[config.mk]
export PLATFORM = sky130hd
export DESIGN_NAME = mem_ctrl
export DESIGN_NICKNAME = d
export VERILOG_FILES = /design/src/rtl/mem_ctrl_pkg.sv /design/src/rtl/mem_ctrl.sv
export SDC_FILE = /design/constraint.sdc
export NUM_CORES = 1
export LEC_CHECK = 0
export CORE_ASPECT_RATIO = 0.7
export CORE_UTILIZATION = 49
export DETAILED_ROUTE_END_ITERATION = 10
export PLACE_DENSITY = 0.8
export SYNTH_ARGS = -nofsm -noshare
export SYNTH_HDL_FRONTEND = slang
export SYNTH_SLANG_ARGS = --single-unit
[constraint.sdc]
create_clock -name clk_in -period 7.2 [get_ports clk_in]
set_input_delay 1.44 -clock clk_in [delete_from_list [all_inputs] [get_ports clk_in]]
set_output_delay 1.44 -clock clk_in [all_outputs]
set_load 0.02 [all_outputs]
[src/rtl/mem_ctrl_pkg.sv]
// Shared widths, transfer-length codes and FSM encoding for the byte-serial memory controller.
package mem_ctrl_pkg;
  localparam int MEM_ADDR_W = 32;
  localparam int MEM_DATA_W = 32;

  localparam logic [1:0] LEN_BYTE = 2'd0;
  localparam logic [1:0] LEN_HALF = 2'd1;
  localparam logic [1:0] LEN_WORD = 2'd2;

  typedef enum logic [1:0] {
    ST_IDLE = 2'd0,
    ST_RD   = 2'd1,
    ST_WR   = 2'd2,
    ST_FIN  = 2'd3
  } state_t;

  // Length codes 2 and 3 both mean a full word.
  function automatic logic [2:0] len_bytes(input logic [1:0] len);
    logic [2:0] n;
    case (len)
      LEN_BYTE: n = 3'd1;
      LEN_HALF: n = 3'd2;
      LEN_WORD: n = 3'd4;
      default:  n = 3'd4;
    endcase
    return n;
  endfunction
endpackage

[src/rtl/mem_ctrl.sv]
// Byte-serial memory controller: arbitrates fetch and load/store requests onto one 8-bit RAM port,
// splitting stores into bytes and assembling/extending loads.
//
// state   | meaning
// ST_IDLE | sample requests; load/store beats fetch
// ST_RD   | cnt = bytes addressed so far; byte cnt-1 is on ram_din this cycle
// ST_WR   | cnt = index of the byte on the port; ram_wr_q marks a real write
// ST_FIN  | done pulse; requests ignored
module mem_ctrl
  import mem_ctrl_pkg::*;
#(
  parameter logic [1:0] IO_PREFIX = 2'b11
) (
  input  logic                  clk_in,
  input  logic                  rst_in,
  input  logic                  rdy_in,
  input  logic                  io_buffer_full,
  input  logic                  if_read,
  input  logic [MEM_ADDR_W-1:0] if_addr,
  output logic [MEM_DATA_W-1:0] if_data,
  output logic                  if_done,
  input  logic                  mem_read,
  input  logic                  mem_write,
  input  logic                  mem_signed,
  input  logic [MEM_ADDR_W-1:0] mem_addr,
  input  logic [1:0]            mem_len,
  input  logic [MEM_DATA_W-1:0] mem_w_data,
  output logic [MEM_DATA_W-1:0] mem_r_data,
  output logic                  mem_done,
  input  logic [7:0]            ram_din,
  output logic [7:0]            ram_dout,
  output logic [MEM_ADDR_W-1:0] ram_a,
  output logic                  ram_wr
);

  state_t                  state_q, state_d;
  logic [2:0]              cnt_q, cnt_d;
  logic [2:0]              nbytes_q, nbytes_d;
  logic                    is_if_q, is_if_d;
  logic                    zext_q, zext_d;
  logic [MEM_ADDR_W-1:0]   addr_q, addr_d;
  logic [MEM_DATA_W-1:0]   wdata_q, wdata_d;
  logic [MEM_DATA_W-1:0]   asm_q, asm_d;
  logic                    skip_q, skip_d;
  logic                    resume_q, resume_d;
  logic [MEM_ADDR_W-1:0]   ram_a_q, ram_a_d;
  logic [7:0]              ram_dout_q, ram_dout_d;
  logic                    ram_wr_q, ram_wr_d;
  logic                    mem_done_q, mem_done_d;
  logic                    if_done_q, if_done_d;
  logic [MEM_DATA_W-1:0]   mem_r_data_q, mem_r_data_d;
  logic [MEM_DATA_W-1:0]   if_data_q, if_data_d;

  logic [MEM_ADDR_W-1:0]   wr_base, wr_a;
  logic [MEM_DATA_W-1:0]   wr_src;
  logic [2:0]              wr_idx;
  logic                    wr_hold;
  logic [7:0]              wr_byte;
  logic [1:0]              lane;

  function automatic logic [31:0] extend(input logic [31:0] raw, input logic [2:0] n,
                                         input logic zext);
    logic [31:0] r;
    case (n)
      3'd1:    r = {{24{raw[7] & ~zext}}, raw[7:0]};
      3'd2:    r = {{16{raw[15] & ~zext}}, raw[15:0]};
      default: r = raw;
    endcase
    return r;
  endfunction

  always_comb begin
    state_d      = state_q;
    cnt_d        = cnt_q;
    nbytes_d     = nbytes_q;
    is_if_d      = is_if_q;
    zext_d       = zext_q;
    addr_d       = addr_q;
    wdata_d      = wdata_q;
    asm_d        = asm_q;
    skip_d       = skip_q;
    resume_d     = resume_q;
    ram_a_d      = ram_a_q;
    ram_dout_d   = ram_dout_q;
    ram_wr_d     = 1'b0;
    mem_done_d   = mem_done_q;
    if_done_d    = if_done_q;
    mem_r_data_d = mem_r_data_q;
    if_data_d    = if_data_q;

    // Next store byte: after a real write move on, otherwise retry the same byte.
    wr_base = (state_q == ST_IDLE) ? mem_addr : addr_q;
    wr_src  = (state_q == ST_IDLE) ? mem_w_data : wdata_q;
    if (state_q == ST_WR) wr_idx = ram_wr_q ? cnt_q + 3'd1 : cnt_q;
    else                  wr_idx = 3'd0;
    wr_a    = wr_base + {29'd0, wr_idx};
    wr_hold = (wr_a[17:16] == IO_PREFIX) && io_buffer_full;
    wr_byte = wr_src[{wr_idx[1:0], 3'b000} +: 8];
    lane    = cnt_q[1:0] - 2'd1;

    if (!rdy_in) begin
      resume_d = 1'b1;
    end else begin
      resume_d   = 1'b0;
      ram_dout_d = 8'h00;
      case (state_q)
        ST_IDLE: begin
          if (mem_read || mem_write) begin
            is_if_d  = 1'b0;
            nbytes_d = len_bytes(mem_len);
            addr_d   = mem_addr;
            wdata_d  = mem_w_data;
            zext_d   = mem_signed;
            cnt_d    = 3'd0;
            asm_d    = '0;
            skip_d   = 1'b0;
            ram_a_d  = mem_addr;
            if (mem_write) begin
              state_d    = ST_WR;
              ram_wr_d   = !wr_hold;
              ram_dout_d = wr_hold ? 8'h00 : wr_byte;
            end else begin
              state_d = ST_RD;
            end
          end else if (if_read) begin
            is_if_d  = 1'b1;
            nbytes_d = 3'd4;
            addr_d   = if_addr;
            zext_d   = 1'b0;
            cnt_d    = 3'd0;
            asm_d    = '0;
            skip_d   = 1'b0;
            ram_a_d  = if_addr;
            state_d  = ST_RD;
          end
        end
        ST_RD: begin
          // After a freeze ram_din reflects the held address, so step back and re-issue the pending byte.
          if (resume_q && cnt_q != 3'd0) begin
            cnt_d   = cnt_q - 3'd1;
            ram_a_d = addr_q + {29'd0, cnt_q - 3'd1};
            skip_d  = 1'b1;
          end else begin
            skip_d = 1'b0;
            if (cnt_q != 3'd0 && !skip_q) asm_d[{lane, 3'b000} +: 8] = ram_din;
            if (cnt_q == nbytes_q && !skip_q) begin
              state_d = ST_FIN;
              if (is_if_q) begin
                if_done_d = 1'b1;
                if_data_d = asm_d;
              end else begin
                mem_done_d   = 1'b1;
                mem_r_data_d = extend(asm_d, nbytes_q, zext_q);
              end
            end else begin
              cnt_d = cnt_q + 3'd1;
              if (cnt_q + 3'd1 < nbytes_q) ram_a_d = addr_q + {29'd0, cnt_q + 3'd1};
            end
          end
        end
        ST_WR: begin
          if (ram_wr_q && (cnt_q + 3'd1 == nbytes_q)) begin
            state_d    = ST_FIN;
            mem_done_d = 1'b1;
          end else begin
            cnt_d      = wr_idx;
            ram_a_d    = wr_a;
            ram_wr_d   = !wr_hold;
            ram_dout_d = wr_hold ? 8'h00 : wr_byte;
          end
        end
        ST_FIN: begin
          state_d      = ST_IDLE;
          mem_done_d   = 1'b0;
          if_done_d    = 1'b0;
          mem_r_data_d = '0;
          if_data_d    = '0;
        end
        default: state_d = ST_IDLE;
      endcase
    end
  end

  always_ff @(posedge clk_in or posedge rst_in) begin
    if (rst_in) begin
      state_q      <= ST_IDLE;
      cnt_q        <= '0;
      nbytes_q     <= '0;
      is_if_q      <= 1'b0;
      zext_q       <= 1'b0;
      addr_q       <= '0;
      wdata_q      <= '0;
      asm_q        <= '0;
      skip_q       <= 1'b0;
      resume_q     <= 1'b0;
      ram_a_q      <= '0;
      ram_dout_q   <= '0;
      ram_wr_q     <= 1'b0;
      mem_done_q   <= 1'b0;
      if_done_q    <= 1'b0;
      mem_r_data_q <= '0;
      if_data_q    <= '0;
    end else begin
      state_q      <= state_d;
      cnt_q        <= cnt_d;
      nbytes_q     <= nbytes_d;
      is_if_q      <= is_if_d;
      zext_q       <= zext_d;
      addr_q       <= addr_d;
      wdata_q      <= wdata_d;
      asm_q        <= asm_d;
      skip_q       <= skip_d;
      resume_q     <= resume_d;
      ram_a_q      <= ram_a_d;
      ram_dout_q   <= ram_dout_d;
      ram_wr_q     <= ram_wr_d;
      mem_done_q   <= mem_done_d;
      if_done_q    <= if_done_d;
      mem_r_data_q <= mem_r_data_d;
      if_data_q    <= if_data_d;
    end
  end

  assign ram_a      = ram_a_q;
  assign ram_dout   = ram_dout_q;
  assign ram_wr     = ram_wr_q;
  assign mem_done   = mem_done_q;
  assign if_done    = if_done_q;
  assign mem_r_data = mem_r_data_q;
  assign if_data    = if_data_q;

endmodule

==> results of run 1 <==
routing by layer:
| metal | wire length, µm | part of all wire | vias up |
|---|---|---|---|
| met1 | 17000 | 0.46 | 5591 |
| met5 | 14 | 0.00038 | - |
| met3 | 3710 | 0.10 | 63 |
| li1 | - | - | 5243 |
| met4 | 808 | 0.022 | 2 |
| met2 | 15700 | 0.42 | 592 |
power breakdown:
group | switching [mW] | total, mW | internal (mW)
sequential | 0.388 | 1.99 | 1.60
clock | 0.488 | 1.20 | 0.712
combinational | 1.83 | 3.14 | 1.31
cell type report:
type                       count  share of cell area
clock buffer                  34              0.0424
timing repair buffer         241               0.151
sequential                   215               0.342
multi-input combinational   1008               0.427
inverter                      24             0.00597
clock inverter                 7             0.00565
tap                          325              0.0259
logic make-up (layout without fill, tap and decap cells):
logic type / Yosys count / after routing / synth area share
buffers and inverters: 121 / 306 / 0.0378
and+or+nand+nor: 486 / 486 / 0.183
muxes: 106 / 106 / 0.103
AOI/OAI and AO/OA: 343 / 343 / 0.187
adders and majority gates: 22 / 22 / 0.0232
xor gates and xnor gates: 51 / 51 / 0.0357
DFF: 215 / 215 / 0.429
path summary, 6_finish.rpt:
path | start | depth (start not counted) | to | slack [ns]
setup / recovery | cnt_q[0] | 13 | ram_a[31] | 2.45
hold / removal | wdata_q[29] | 2 | wdata_q[29] | 0.47
setup reg to reg | cnt_q[0] | 13 | ram_a[31] | 2.45
hold reg to reg | wdata_q[29] | 2 | wdata_q[29] | 0.47
max in group asynchronous | rst_in | 3 | mem_r_data[30] | 4.26
min in group asynchronous | rst_in | 2 | wdata_q[12] | 1.50
worst max-delay path: stages (launching register included):
cell and delay, ns:
dfrtp_1 0.66, inv_1 0.28, ha_1 0.50, mux2_2 0.32, nand2_1 0.38, clkinv_1 0.50, ha_1 0.45, nand3_1 0.08
a21oi_1 0.14, buf_4 0.24, nand3_2 0.14, nor4_2 0.44, mux2i_1 0.12, o41a_1 0.37
state kept, by name, summed over array words and instances, names as in the netlist, 3 cells and up:
| register | cells |
|---|---|
| addr_q | 32 |
| asm_q | 32 |
| cnt_q | 3 |
| if_data | 32 |
| mem_r_data | 32 |
| nbytes_q | 3 |
| ram_a | 32 |
| ram_dout | 8 |
| wdata_q | 32 |
stage by stage:
stage	instances	cell area [µm²]	hold slack (ns)	worst slack (ns)
final	1854	15700	0.470	2.45
after global routing	1854	15700	0.499	2.23
after CTS	1854	15700	0.471	2.52
after detailed placement	1813	15000	0.457	2.55
after global placement	1813	15000	0.452	2.64
after floorplan	1344	12500	0.440	2.83
cell usage in the layout (no fill, tap or decap), types with 29 or more instances in the layout:
cell type        synthesis  layout
mux2i_1                 64      64
nand2_1                283     283
a21oi_1                 51      51
nand3_1                 44      44
clkdlybuf4s50_1          0     220
xor2_1                  29      29
a22o_1                  34      34
dfrtp_1                215     215
o21ai_0                107     107
==> results.toml, run 1 <==
[global_route]
grtUsageMet1 = 0.435
antenna_found_initial = 1
grt_max_degree = 173
grt_pass1_vias = 10770
use_met2 = 0.402
gr-max-usage-layer = "met1"
overflow = 0
grt_usage = 0.284
use_met3 = 0.0658
grt_pass1_wl_um = 58800

[timing]
setup_viol = 0
fmax_mhz = 211
relSlewSlack = 0.156
finalHoldViolCount = 0
tightest_slew_ns = 1.26
finalSetupTns_ns = 0
min_period_ns = 4.75
report.final.slew_viol_count = 0
clock_skew_ns = 0.0172
rsz0062_at_grt = "false"
fin_crit_sh = 0.659

[final_layout]
drive_gt1_frac = 0.0746
area_growth_pct = 25.5
register_area_um2 = 5380
multi_input_area_um2 = 6710
diodes = 0
utilization = 0.632
layout.nets = 1649
fill_cells = 2068

[synth]
synth_area_leader_cell = "dfrtp_1"
synth_edf_count = 0
syn_nets = 1480
netlist_top_cells_count = "283 x nand2_1, 215 x dfrtp_1, 107 x o21ai_0, 80 x clkbuf_1, 64 x mux2i_1"
synth_area_per_cell_um2 = 9.32
synth_area_um2 = 12500
synth-async-reset-ratio = 1.00
yosysMostFrequentCell = "nand2_1"
synth_top_area_frac = 0.429
synth-seq-cells = 215
ys_seq_area_frac = 0.429
synth.distinct_cells = 68
synthTopCellsByArea = "dfrtp_1 43%, nand2_1 8.5%, mux2i_1 5.1%"
yosysWarnings = 0
synth-main-ff-cell = "dfrtp_1"
syn-instance-count = 1344

[detailed_routing]
ant_nets = 0
dr.pass1.iters = 8
drt_iter0_drc = 1360
routed_wl_um = 37300
num_vias = 11491
vias_per_cell = 6.20
wl_per_cell_um = 20.1
drc_errors = 15

[clock_network]
clk_latency_ns = 0.52
path_clk_slew_ns = 0.06
post_cts_resized = 0
cts_setup_buffers = 0
htreeDepth = 1
cts.sinks = 215
cts_tree = "built"
clock_path_buffers = 3
cts_made_buffers = 23
cts_root_buf = "clkbuf_16"
postCtsHoldBufs = 0

[run_status]
status = "complete, but fails checks"
violations = "DRC"

[placed_design]
gp_congestion = 0.931
dp.final_hpwl_um = 26300
port_buffers = 220

[worst_setup_path]
critPathMaxFanout = 12
cp-start-kind = "register"
critPathCaptureType = "register"
crit_required_ns = 7.59
crit_type = "reg2reg"
worstPathArrival_ns = 5.14

[floorplanning]
fp.coreArea_um2 = 24900
rows = 48
fp.dieH_um = 136
start_util = 0.504
dieWidth_um = 193
ios = 221
die-area_um2 = 26200

[hold_path]
hold_class = "reg2reg"

[flow_run]
maxCapViolations = 0

[power]
p_per_area_nw_per_um2 = 403
peakVddDrop_uv = 251
leakage_nw = 6.72
power_mw = 6.33
No activity file was read; power rests on OpenSTA's default activity.
==> inputs of run 2 (changes only) <==
--- a/config.mk
+++ b/config.mk
@@ -6,9 +6,9 @@
 export NUM_CORES = 1
 export LEC_CHECK = 0
 export CORE_ASPECT_RATIO = 0.7
-export CORE_UTILIZATION = 49
+export CORE_UTILIZATION = 50
 export DETAILED_ROUTE_END_ITERATION = 10
-export PLACE_DENSITY = 0.8
+export PLACE_DENSITY = 0.78
 export SYNTH_ARGS = -nofsm -noshare
 export SYNTH_HDL_FRONTEND = slang
 export SYNTH_SLANG_ARGS = --single-unit
==> constraint.sdc (replaced) <==
create_clock -name clk_in -period 4.9 [get_ports clk_in]
set_input_delay 0.98 -clock clk_in [delete_from_list [all_inputs] [get_ports clk_in]]
set_output_delay 0.98 -clock clk_in [all_outputs]
set_load 0.02 [all_outputs]
==> run 2 against run 1 <==
Net effect: the run now ends clean; sequential share of layout area down 0.20 points; clock power up 42%; count of clock-buffer cells in the layout down 2; non-clock buffer count up 14; critical path depth unchanged; register-to-register slack worse by 1.9 ns; die area down 2.0%; sequential power up 46%; fmax up 9.1%; critical endpoint is now ram_dout[6]; highest routed layer is now met4.
==> results.toml, run 2 (synthesis gave the netlist of run 1 again) <==
[run_status]
status = "finished clean"

[clock_network]
cts_root_buf = "clkbuf_16"
cts_made_buffers = 22
cts_setup_buffers = 0
clock_path_buffers = 3
path_clk_slew_ns = 0.07
postCtsHoldBufs = 0
cts_tree = "built"
clk_latency_ns = 0.52
cts.sinks = 215
post_cts_resized = 0
htreeDepth = 1

[placed_design]
dp.final_hpwl_um = 27000
port_buffers = 220
place_inst = 1827
gp_congestion = 0.909

[global_route]
antenna_found_initial = 1
overflow = 0
grt_pass1_wl_um = 59900
grt_pass1_vias = 10925
grt_usage = 0.293
grt_max_degree = 106

[final_layout]
fill_cells = 2055
final_cell_mix = "283 x nand2_1, 220 x clkdlybuf4s50_1, 215 x dfrtp_1, 107 x o21ai_0, 64 x mux2i_1"
drive_gt1_frac = 0.0831
area_growth_pct = 26.2
mostFrequentLayoutCell = "nand2_1"
stdcell_count = 1867
utilization = 0.642
layout.nets = 1662

[timing]
relSlewSlack = 0.298
setup_viol = 0
tightest_slew_ns = 1.05
report.final.slew_viol_count = 0
min_period_ns = 4.35
finalHoldViolCount = 0
fmax_mhz = 230
fin_crit_sh = 0.888
rsz0062_at_grt = "false"
clock_skew_ns = 0.0138
finalSetupTns_ns = 0

[worst_setup_path]
crit_required_ns = 5.34
cp_top_family = "compound AO/OA/AOI/OAI gates"
critPathMaxFanout = 12
cp_num_buf_inv = 3
crit_slowest_cell = "dfrtp_1"
max_stage_delay_ns = 0.57
cp-start-kind = "register"
cp_common_cell = "ha_1"
worstPathArrival_ns = 4.80
crit_type = "reg2reg"
critPathCaptureType = "register"
worstPathCellList = "inv_1 -> ha_1 -> mux2_2 -> nand2_1 -> clkinv_1 -> buf_4 -> ha_1 -> nand3_1 -> a21oi_1 -> and3_1 -> xnor2_1 -> a31oi_2 -> a22o_1"

[detailed_routing]
wl_per_cell_um = 20.1
vias_per_cell = 6.14
ant_nets = 0
routed_wl_um = 37500
drc_errors = 0
drt_iter0_drc = 1182
num_vias = 11457
dr.pass1.iters = 5

[floorplanning]
fp.dieH_um = 134
die-area_um2 = 25700
start_util = 0.509
ios = 221
fp.coreArea_um2 = 24600
rows = 48
dieWidth_um = 191

[hold_path]
hold_class = "reg2reg"

[flow_run]
maxCapViolations = 0

[power]
leakage_nw = 6.77
peakVddDrop_uv = 382
p_per_area_nw_per_um2 = 590
[run 2: path summary, 6_finish.rpt]
check	start	endpoint	slack (ns)	cells after the start
max	cnt_q[0]	ram_dout[6]	0.55	13
min	wdata_q[12]	wdata_q[12]	0.47	2
max reg2reg	cnt_q[0]	ram_dout[6]	0.55	13
min reg2reg	wdata_q[12]	wdata_q[12]	0.47	2
max in group asynchronous	rst_in	if_data[4]	2.88	3
min in group asynchronous	rst_in	wdata_q[15]	0.99	2
[run 2: layout make-up]
type                       count  area, µm²  share of cell area
clock buffer                  32        659              0.0417
antenna                        1       2.50            0.000158
sequential                   215       5380               0.340
multi-input combinational   1008       6710               0.424
tap                          325        407              0.0257
clock inverter                 7       67.6             0.00427
timing repair buffer         255       2490               0.157
inverter                      24       93.8             0.00593
[run 2: worst reg2reg max path, cell delays in order (launching register included)]
cell and delay, ns:
dfrtp_1 0.57, inv_1 0.22, ha_1 0.46, mux2_2 0.31, nand2_1 0.36, clkinv_1 0.12, buf_4 0.20, ha_1 0.29
nand3_1 0.09, a21oi_1 0.49, and3_1 0.31, xnor2_1 0.11, a31oi_2 0.52, a22o_1 0.22
[run 2: stage by stage]
stage               area (µm²)  hold slack, ns  power (mW)  setup WS (ns)
floorplan                12500           0.440        5.95          0.532
global route             15800           0.493        9.91          0.239
CTS                      15800           0.472        9.30          0.564
detailed placement       15100           0.457        7.56          0.620
finish                   15800           0.469        9.33          0.548
global placement         15100           0.452        7.42          0.719
[run 2: report_power, final]
| part | switching (mW) | internal [mW] | total, mW |
|---|---|---|---|
| Sequential | 0.562 | 2.35 | 2.91 |
| Clock | 0.718 | 0.986 | 1.70 |
| Combinational | 2.74 | 1.97 | 4.71 |
| Total | 4.02 | 5.30 | 9.33 |
[run 2: metal layers]
metal	vias to the layer above	share of wire	GRT usage
met2	569	0.42	0.424
met5	-	0	0.00192
met3	53	0.11	0.0772
met1	5572	0.46	0.439
li1	5263	-	-
met4	0	0.017	0.0591
==> inputs of run 3 (changes only) <==
--- a/config.mk
+++ b/config.mk
@@ -5,6 +5,7 @@
 export SDC_FILE = /design/constraint.sdc
 export NUM_CORES = 1
 export LEC_CHECK = 0
+export CAP_MARGIN = 25
 export CORE_ASPECT_RATIO = 0.7
 export CORE_UTILIZATION = 50
 export DETAILED_ROUTE_END_ITERATION = 10
==> run 3 against run 2 <==
Net effect: global-route usage unchanged; first-iteration DRC count shrank 3.8%; clock skew decreased by 0.0016 ns; largest power group unchanged; non-clock buffer count increased by 1; critical path type unchanged; sequential share of layout area about the same; sequential power about the same; design area barely moved; register-to-register slack worse by 0.02 ns; largest cell class unchanged.
==> results.toml, run 3 (synthesis gave the netlist of run 1 again) <==
[final_layout]
area_growth_pct = 26.3
final_cell_mix = "283 x nand2_1, 220 x clkdlybuf4s50_1, 215 x dfrtp_1, 107 x o21ai_0, 64 x mux2i_1"
layout.nets = 1663
drive_gt1_frac = 0.0837
mostFrequentLayoutCell = "nand2_1"
utilization = 0.643

[clock_network]
cts_made_buffers = 22
post_cts_resized = 0
cts_setup_buffers = 0
cts_root_buf = "clkbuf_16"
clk_latency_ns = 0.52
cts_tree = "built"
htreeDepth = 1
cts.sinks = 215
path_clk_slew_ns = 0.07
clock_path_buffers = 3
postCtsHoldBufs = 0

[timing]
report.final.slew_viol_count = 0
fin_crit_sh = 0.893
setup_viol = 0
finalHoldViolCount = 0
rsz0062_at_grt = "false"
min_period_ns = 4.37
clock_skew_ns = 0.0122
fmax_mhz = 229
relSlewSlack = 0.334
tightest_slew_ns = 0.992
finalSetupTns_ns = 0

[detailed_routing]
wl_per_cell_um = 20.0
drt_iter0_drc = 1137
drc_errors = 0
vias_per_cell = 6.15
dr.pass1.iters = 7
ant_nets = 0
num_vias = 11490
routed_wl_um = 37400

[floorplanning]
ios = 221
dieWidth_um = 191
start_util = 0.509
die-area_um2 = 25700
fp.coreArea_um2 = 24600
rows = 48
fp.dieH_um = 134

[worst_setup_path]
cp-start-kind = "register"
crit_type = "reg2reg"
critPathCaptureType = "register"
worstReg2RegStart = "cnt_q[0]"
crit_start = "cnt_q[0]"
crit_required_ns = 5.29
critPathMaxFanout = 12
worstPathArrival_ns = 4.76

[global_route]
grt_pass1_wl_um = 59900
antenna_found_initial = 1
grt_pass1_vias = 10925
overflow = 0
grt_max_degree = 106
grt_usage = 0.293

[power]
peakVddDrop_uv = 383
leakage_nw = 6.78
pwr-share-comb = 0.506
seq_power_share = 0.312
cellInternalPower_mw = 5.32
p_per_area_nw_per_um2 = 591
power.switching_mw = 4.03
switching_share = 0.431
power_frac_clock = 0.183

[flow_run]
maxCapViolations = 0

[placed_design]
dp.final_hpwl_um = 27000
port_buffers = 220
gp_congestion = 0.909

[hold_path]
min_from = "wdata_q[12]"
hold_class = "reg2reg"

[run_status]
status = "finished clean"
[run 3: cell types whose count changed in the layout (fill, tap and decap cells not counted)]
| cell | delta |
|---|---|
| buf_8 | +1 |
[run 3: per-layer routing]
layer | vias to the layer above | part of all wire | wire (µm) | track usage
li1 | 5249 | - | - | -
met1 | 5605 | 0.46 | 17000 | 0.439
met2 | 582 | 0.42 | 15700 | 0.424
met3 | 54 | 0.11 | 3980 | 0.0772
met4 | 0 | 0.018 | 668 | 0.0591
met5 | - | 0 | 0 | 0.00192
[run 3: critical path: stages, from the launching register on]
cell and delay, ns:
dfrtp_1 0.57, inv_1 0.22, ha_1 0.46, mux2_2 0.31, nand2_1 0.36, clkinv_1 0.12
buf_4 0.20, ha_1 0.29, nand3_1 0.09, a21oi_1 0.50, nand3_2 0.24, nor4_2 0.36
mux2i_1 0.14, o41a_1 0.38
[run 3: metrics by stage]
| step | instance area, µm² | setup WS [ns] | hold slack [ns] | total power [mW] | instances |
|---|---|---|---|---|---|
| 2_1_floorplan | 12500 | 0.532 | 0.440 | 5.95 | 1344 |
| 3_3_place_gp | 15100 | 0.719 | 0.452 | 7.42 | 1827 |
| 3_5_place_dp | 15100 | 0.620 | 0.457 | 7.56 | 1827 |
| 4_1_cts | 15800 | 0.564 | 0.472 | 9.30 | 1866 |
| 5_1_grt | 15800 | 0.239 | 0.493 | 9.93 | 1867 |
| 6_report | 15800 | 0.526 | 0.470 | 9.35 | 1868 |
[run 3: worst paths after layout]
path	depth (start not counted)	slack [ns]	end
max	13	0.53	ram_a[31]
min reg2reg	2	0.47	wdata_q[12]
max in group asynchronous	3	2.87	asm_q[25]
min in group asynchronous	2	0.98	wdata_q[15]
min	2	0.47	wdata_q[12]
max reg2reg	13	0.53	ram_a[31]
[run 3: power by group through the flow]
stage	registers [mW]	clock network, mW	logic [mW]
3_5_place_dp	2.92	0	4.65
2_1_floorplan	3.02	0	2.92
6_report	2.91	1.71	4.73
3_3_place_gp	2.90	0	4.52
4_1_cts	2.90	1.73	4.67
5_1_grt	2.99	1.79	5.15
[run 3: layout make-up]
class	instances	area [µm²]
clock inverters	7	67.6
inverters	24	93.8
repair buffers	256	2500
clock buffers	32	659
well taps	325	407
multi-input cells	1008	6710
flip-flops and latches	215	5380
fillers	2053	8800
diodes	1	2.50
